$ cat src/rtl/adsr_gate_pkg.sv
// Shared types for the ADSR gate controller: FSM states, stack ops, stack entry.
// Latency: n/a (types and constants only).
// Backpressure: n/a.
package adsr_gate_pkg;

   localparam int NOTE_W = 7;
   localparam int VEL_W  = 7;

   typedef enum logic [1:0] {
      ST_IDLE   = 2'd0,
      ST_UPDATE = 2'd1,
      ST_RETRIG = 2'd2
   } state_e;

   typedef enum logic {
      OP_PUSH   = 1'b0,
      OP_REMOVE = 1'b1
   } stack_op_e;

   typedef struct packed {
      logic [NOTE_W-1:0] note;
      logic [VEL_W-1:0]  vel;
   } entry_t;

endpackage

$ cat src/rtl/note_stack.sv
// Last-note-priority stack of held {note, vel}; index 0 is the newest (top) entry.
// Latency: search/remove/compact/push all land on the single edge where en is high.
// Backpressure: none; accepts one op per enabled cycle, full stack drops its oldest entry.
module note_stack
   import adsr_gate_pkg::*;
#(
   parameter int DEPTH = 8,
   parameter int CW    = $clog2(DEPTH + 1)
) (
   input  logic              clk,
   input  logic              rst,
   input  logic              en,
   input  stack_op_e         op,
   input  logic [NOTE_W-1:0] key,
   input  entry_t            entry,
   output entry_t            top,
   output logic [CW-1:0]     count,
   output entry_t            nxt_top,
   output logic              nxt_empty
);

   entry_t        stk [DEPTH];
   entry_t        ext [DEPTH+1];
   entry_t        rm  [DEPTH];
   entry_t        nxt [DEPTH];
   logic [CW-1:0] cnt;
   logic [CW-1:0] rm_cnt;
   logic [CW-1:0] nxt_cnt;
   logic          hit;
   int            pos;

   // Parallel search for key, compaction over the hit slot, then optional push on top.
   always_comb begin
      hit = 1'b0;
      pos = DEPTH;
      for (int i = 0; i < DEPTH; i++) begin
         if (!hit && (i < int'(cnt)) && (stk[i].note == key)) begin
            hit = 1'b1;
            pos = i;
         end
      end
      for (int i = 0; i < DEPTH; i++) ext[i] = stk[i];
      ext[DEPTH] = '0;
      for (int i = 0; i < DEPTH; i++) rm[i] = (i >= pos) ? ext[i+1] : ext[i];
      rm_cnt = hit ? (cnt - CW'(1)) : cnt;

      if (op == OP_PUSH) begin
         nxt[0] = entry;
         for (int i = 1; i < DEPTH; i++) nxt[i] = rm[i-1];
         nxt_cnt = (rm_cnt == CW'(DEPTH)) ? rm_cnt : (rm_cnt + CW'(1));
      end else begin
         for (int i = 0; i < DEPTH; i++) nxt[i] = rm[i];
         nxt_cnt = rm_cnt;
      end
   end

   // Stack storage: committed only on enabled cycles.
   always_ff @(posedge clk) begin
      if (rst) begin
         cnt <= '0;
         for (int i = 0; i < DEPTH; i++) stk[i] <= '0;
      end else if (en) begin
         cnt <= nxt_cnt;
         for (int i = 0; i < DEPTH; i++) stk[i] <= nxt[i];
      end
   end

   assign top       = stk[0];
   assign count     = cnt;
   assign nxt_top   = nxt[0];
   assign nxt_empty = (nxt_cnt == '0);

endmodule

$ cat src/rtl/adsr_gate_ctrl.sv
// Turns note-on/off events into GATE/note/vel for one adsr32 voice with legato fallback.
// Latency: outputs move one edge after the handshake edge; retrigger adds RETRIG_CYC gate-low cycles.
// Backpressure: ev_ready only in IDLE, so at most one event per 2 (or RETRIG_CYC+2) cycles.
module adsr_gate_ctrl
   import adsr_gate_pkg::*;
#(
   parameter int DEPTH      = 8,
   parameter int RETRIG_CYC = 4,
   parameter int CNT_W      = 8
) (
   input  logic                       clk,
   input  logic                       rst,
   input  logic                       ev_valid,
   output logic                       ev_ready,
   input  logic                       ev_on,
   input  logic [NOTE_W-1:0]          ev_note,
   input  logic [VEL_W-1:0]           ev_vel,
   output logic                       GATE,
   output logic [NOTE_W-1:0]          note,
   output logic [VEL_W-1:0]           vel,
   output logic [$clog2(DEPTH+1)-1:0] held
);

   localparam logic [CNT_W-1:0] RELOAD = (RETRIG_CYC > 0) ? CNT_W'(RETRIG_CYC - 1) : '0;

   state_e            state, nxt_state;
   logic [CNT_W-1:0]  cnt, nxt_cnt;
   logic              nxt_gate;
   logic [NOTE_W-1:0] nxt_note;
   logic [VEL_W-1:0]  nxt_vel;
   logic              on_q;
   logic [NOTE_W-1:0] key_q;
   logic [VEL_W-1:0]  kvel_q;
   entry_t            push_ent;
   entry_t            stk_top;
   entry_t            stk_nxt_top;
   logic              stk_nxt_empty;

   assign ev_ready = (state == ST_IDLE) && !rst;
   assign push_ent = '{note: key_q, vel: kvel_q};

   // Capture the accepted event; velocity-0 note-on is folded into a note-off here.
   always_ff @(posedge clk) begin
      if (rst) begin
         on_q   <= 1'b0;
         key_q  <= '0;
         kvel_q <= '0;
      end else if (ev_valid && ev_ready) begin
         on_q   <= ev_on && (ev_vel != '0);
         key_q  <= ev_note;
         kvel_q <= ev_vel;
      end
   end

   note_stack #(.DEPTH(DEPTH)) u_stack (
      .clk       (clk),
      .rst       (rst),
      .en        (state == ST_UPDATE),
      .op        (on_q ? OP_PUSH : OP_REMOVE),
      .key       (key_q),
      .entry     (push_ent),
      .top       (stk_top),
      .count     (held),
      .nxt_top   (stk_nxt_top),
      .nxt_empty (stk_nxt_empty)
   );

   // Next-state and next-output decisions for the event/retrigger FSM.
   always_comb begin
      nxt_state = state;
      nxt_cnt   = cnt;
      nxt_gate  = GATE;
      nxt_note  = note;
      nxt_vel   = vel;
      unique case (state)
         ST_IDLE: begin
            if (ev_valid && ev_ready) nxt_state = ST_UPDATE;
         end
         ST_UPDATE: begin
            nxt_state = ST_IDLE;
            if (on_q) begin
               if (!GATE) begin
                  nxt_gate = 1'b1;
                  nxt_note = key_q;
                  nxt_vel  = kvel_q;
               end else if (RETRIG_CYC > 0) begin
                  // Pitch change is deferred to the end of the gap so the release tail keeps the old note.
                  nxt_gate  = 1'b0;
                  nxt_cnt   = RELOAD;
                  nxt_state = ST_RETRIG;
               end else begin
                  nxt_note = key_q;
                  nxt_vel  = kvel_q;
               end
            end else if (stk_nxt_empty) begin
               nxt_gate = 1'b0;
            end else begin
               // While sounding, note/vel always mirror the stack top, so taking the new top
               // covers both the legato fallback and the unchanged non-top removal.
               nxt_note = stk_nxt_top.note;
               nxt_vel  = stk_nxt_top.vel;
            end
         end
         ST_RETRIG: begin
            if (cnt == '0) begin
               nxt_gate  = 1'b1;
               nxt_note  = stk_top.note;
               nxt_vel   = stk_top.vel;
               nxt_state = ST_IDLE;
            end else begin
               nxt_cnt = cnt - CNT_W'(1);
            end
         end
         default: nxt_state = ST_IDLE;
      endcase
   end

   // State, retrigger counter and output registers.
   always_ff @(posedge clk) begin
      if (rst) begin
         state <= ST_IDLE;
         cnt   <= '0;
         GATE  <= 1'b0;
         note  <= '0;
         vel   <= '0;
      end else begin
         state <= nxt_state;
         cnt   <= nxt_cnt;
         GATE  <= nxt_gate;
         note  <= nxt_note;
         vel   <= nxt_vel;
      end
   end

endmodule
$ cat config.mk
export PLATFORM = sky130hd
export DESIGN_NAME = adsr_gate_ctrl
export DESIGN_NICKNAME = d
export VERILOG_FILES = /design/src/rtl/adsr_gate_pkg.sv /design/src/rtl/note_stack.sv /design/src/rtl/adsr_gate_ctrl.sv
export SDC_FILE = /design/constraint.sdc
export NUM_CORES = 1
export LEC_CHECK = 0
export CORE_ASPECT_RATIO = 1.75
export CORE_MARGIN = 10
export CORE_UTILIZATION = 35
export CTS_CLUSTER_SIZE = 12
export DETAILED_ROUTE_END_ITERATION = 10
export PLACE_DENSITY_LB_ADDON = 0.15
export SETUP_SLACK_MARGIN = 0.05
export SLEW_MARGIN = 30
export SYNTH_ARGS = -nofsm -noshare
export SYNTH_HDL_FRONTEND = slang
export SYNTH_SLANG_ARGS = --single-unit
$ cat constraint.sdc
create_clock -name clk -period 3.96 [get_ports clk]
set_input_delay 0.396 -clock clk [delete_from_list [all_inputs] [get_ports clk]]
set_output_delay 0.396 -clock clk [all_outputs]
set_load 0.01 [all_outputs]
==> results.md <==
Status:
- The flow ran to the end, and the final reports show no timing, DRC or antenna violations.

Setup path:
- The endpoint class of the critical path is a register.
- The cell family contributing the most delay on the critical path is simple AND/OR/NAND/NOR gates.
- Counting both buffers and inverters, the worst setup path holds a total of 1.
- Walking the worst path, the cells encountered are inv_1 -> ha_1 -> o21ai_0 -> nand4_1 -> and3_1 -> nand3_1 -> a31oi_1 -> a211oi_1 -> mux2_2.
- The number of cells on the worst reg-to-reg path is 9.
- The delay contributed by the slowest stage of the critical path is between 0.6 and 0.7 ns.
- On the critical path, the stage with the largest delay is an instance of sky130_fd_sc_hd__dfxtp_1.
- The type of element launching the critical path is a register.
- The critical path in this run is classified as reg2reg.
- Data on the critical path arrives at its endpoint at 3.75 ns.
- The critical path runs through a total of 9 cells.
- Along the worst path, the maximum fanout reaches 15.
- The required time at the endpoint of the critical path is 4.29 ns.

Logic synthesis:
- The mean area per synthesized cell is around 10 um2.
- The most frequently used cell type in the post-synthesis netlist is sky130_fd_sc_hd__edfxtp_1.
- The proportion of netlist area held by the largest area contributor is 36.4%.
- The synthesized netlist devotes 14.2% of its cell area to compound gates.
- After Yosys synthesis, XOR and XNOR cells account for 6.16% of the synthesized area.
- The dominant combinational cell family by area after synthesis is simple AND/OR/NAND/NOR gates.
- Counting every net in the synthesized netlist gives between 900 and 1000.
- The synthesized netlist contains 57 unique library cells.
- The cell taking the most area after synthesis is sky130_fd_sc_hd__edfxtp_1.
- The synthesized design contains roughly 110 enable-type register cells.
- The gate count after technology mapping is just under 900.
- After Yosys synthesis, and, or, nand and nor cells account for 14.9% of the synthesized area.
- The proportion of synthesized area in mux cells is 13.2%.
- During synthesis, Yosys emitted a total of 0 warnings.
- The flip-flop cell with the highest count after synthesis is sky130_fd_sc_hd__edfxtp_1.
- The cell area after synthesis is 9240 um2.
- The adder-cell area share of the yosys netlist is 0.812%.
- Counting flops with an async set or reset pin after synthesis yields a share of 0%.
- By count the netlist is led by 112 x sky130_fd_sc_hd__edfxtp_1, 111 x sky130_fd_sc_hd__mux2i_1, 91 x sky130_fd_sc_hd__nor2_1.
- Ranked by total cell area, the synthesized netlist is headed by sky130_fd_sc_hd__edfxtp_1 36%, sky130_fd_sc_hd__mux2i_1 12%, sky130_fd_sc_hd__dfxtp_1 9.5%, sky130_fd_sc_hd__a211oi_1 5.8%, sky130_fd_sc_hd__xor2_1 5.0%.
- Counting flops and latches in the post-synthesis netlist gives 156.
- The portion of the post-synthesis area used by sequential elements is 45.9%.

STA:
- Setup violations remaining at the end of the flow were counted as 0.
- Setup repair after global routing left no endpoint under its margin.
- The worst pin sits at a relative slew slack of 41.3%.
- The post-route clock period utilization is a little under nine tenths.
- The number of failing hold endpoints at the final stage came to 0.
- The final critical path time including I/O delays and setup is about 3.4 ns.
- The actual slew at the worst max-slew pin is 0.881 ns.
- Derived from the worst setup path, the maximum achievable clock frequency is 0.293 GHz.
- The count of final max-slew check failures is 0.
- Setup total negative slack on the finished layout was measured at 0 ns.
- The clock arrives with 0.0104 ns of skew.

Placement:
- Routability-driven placement finished with a final weighted congestion of roughly 0.84.
- The cell total after placement is 1188.
- The count of buffers inserted at the top-level ports is 37.
- The placed instance area is 9820 um2.
- The estimated wirelength of the detail-placed design is roughly 17000 um.

Clock network:
- The tree is rooted in a sky130_fd_sc_hd__clkbuf_16.
- In this run, post-CTS repair resized a total of 0 instances.
- The TritonCTS clock tree is done.
- The clock-pin slew on the worst setup and hold paths is ~0.070 ns.
- The H-tree depth is 4.
- The longest clock path from root to sink contains 2 buffers.
- For the worst-skew pair, the clock arrives at the later sink with an insertion delay of 0.44 ns.
- The total CTS buffers is 17.
- The number of sinks on the clock net is 156.
- Buffers added to address setup during post-CTS repair amount to 0.
- The hold buffer count at CTS is 0.

Drt:
- The detail route stage leaves a number of antenna-violating nets equal to 0.
- The first detailed-routing pass took 5 iterations.
- The sum of routed wire length over all layers is approximately 24000 um.
- The final route contains 6528 vias.
- After the first detailed-routing iteration, the DRC count stood at 354.
- The average wire length per cell after detail routing is 19.5 um.
- In the routed layout, each cell is associated on average with a via count of 5.35.
- The remaining design rule violation count is 0.

Cells and area:
- The number of antenna diodes in the final layout is 0.
- The final non-filler cell total is 1220.
- Relative to the synthesized area, the layout overhead comes to 12.3%.
- Once layout is done, the placed cells without fillers occupy 10400 um2.
- The count of fill cells added during filler insertion is 2516.
- The fraction of layout cells with a size suffix above 1 is 9.67%.
- The final layout contains 911 nets.
- For this run, the share of the core covered by cells in the final layout is 40.0%.

GRT:
- The combined global-route utilization of all metal layers is ~14%.
- The first global-routing pass estimated 38500 um of wire.
- The via count of the first global-routing pass is 6596.
- The total congestion overflow is 0.
- The pin count of the biggest net entering global routing is 94.
- The initial antenna violation count is 0.

Die:
- The initial utilization of the core area, before any placement, comes to 35.6%.
- The count of boundary I/O pins is 38.
- The die height is between 200 and 250 um.
- The die covers 33600 um2.
- The area of the placeable core is 26000 um2.
- The total number of placement rows is 78.
- The horizontal die dimension is 143 um.

Power and ir drop:
- The power per cell area is a little under 400 nW/um2.
- The worst supply voltage drop on vdd is 0.292 mV.
- The leakage dissipation is 4.01 nW.

Worst hold path:
- The worst hold path class is in2reg.
- Counting instances, the worst hold path has a depth of 2.

Job:
- The number of max-cap violations is 0.
placed cells by master (no fill, tap or decap), types with 5 or more instances in the layout:
master,netlist,layout
sky130_fd_sc_hd__a211oi_2,10,10
sky130_fd_sc_hd__edfxtp_1,112,112
sky130_fd_sc_hd__clkdlybuf4s50_1,0,36
sky130_fd_sc_hd__nand4_1,6,6
sky130_fd_sc_hd__nor4_1,14,14
sky130_fd_sc_hd__inv_1,8,8
sky130_fd_sc_hd__a21oi_1,40,40
sky130_fd_sc_hd__xnor2_1,12,12
sky130_fd_sc_hd__a22oi_1,29,29
sky130_fd_sc_hd__nand3_1,9,9
sky130_fd_sc_hd__buf_4,8,21
sky130_fd_sc_hd__a211oi_1,71,71
sky130_fd_sc_hd__dfxtp_1,44,43
sky130_fd_sc_hd__mux2_2,10,10
sky130_fd_sc_hd__o21ai_0,21,21
sky130_fd_sc_hd__or3_1,5,5
sky130_fd_sc_hd__and2_1,70,70
sky130_fd_sc_hd__xor2_1,53,53
sky130_fd_sc_hd__clkbuf_16,0,17
sky130_fd_sc_hd__mux2i_1,111,111
sky130_fd_sc_hd__nand2_1,39,39
sky130_fd_sc_hd__nor2_1,91,91
sky130_fd_sc_hd__ha_1,6,6
stage by stage:
step | hold WS [ns] | setup WS [ns] | power (mW)
finish | 0.458 | 0.541 | 4.07
floorplan | 0.449 | 0.145 | 2.34
detailed placement | 0.477 | 0.625 | 2.51
global route | 0.493 | 0.183 | 4.24
CTS | 0.455 | 0.611 | 4.12
global placement | 0.473 | 0.624 | 2.51
flip-flops by register name, indices dropped and copies added (netlist names):
signal / count
vel: 7
on_q: 1
state: 2
cnt: 8
key_q: 7
note: 7
kvel_q: 7
u_stack.stk: 112
GATE: 1
u_stack.count: 4
path summary, 6_finish.rpt:
path,end,slack (ns),from
worst min register to register,kvel_q[1],0.49,kvel_q[1]
worst max-delay path,u_stack.count[2],0.54,u_stack.count[0]
worst min-delay path,u_stack.count[0],0.46,rst
worst max register to register,u_stack.count[2],0.54,u_stack.count[0]
report_power, final:
group          internal, mW  switching, mW
Combinational         0.205          0.296
Clock                 0.924          0.683
Sequential             1.86          0.107
metal layers:
layer  up-vias  global-route usage, %  share of wire, %
met2        85                   24.8                52
met5         -                      0                 0
met4         0                   5.26               1.8
met3        24                   2.66               2.4
met1      3176                   17.5                44
li1       3243                      -                 -
cell families after synthesis:
group | Yosys count
AOI/OAI and AO/OA | 185
xor gates and xnor gates | 65
adders and majority gates | 6
buffers and inverters | 84
DFF | 156
muxes | 121
and+or+nand+nor | 265
final cells by class:
cell class / instances / area (um2) / area share (%)
clock inverter: 11 / 119 / 1.14
tap: 320 / 400 / 3.86
timing repair buffer: 60 / 563 / 5.42
clock buffer: 21 / 440 / 4.24
sequential: 156 / 4250 / 40.9
multi-input combinational: 642 / 4570 / 44.1
inverter: 10 / 37.5 / 0.362
No activity file was read; power rests on OpenSTA's default activity.
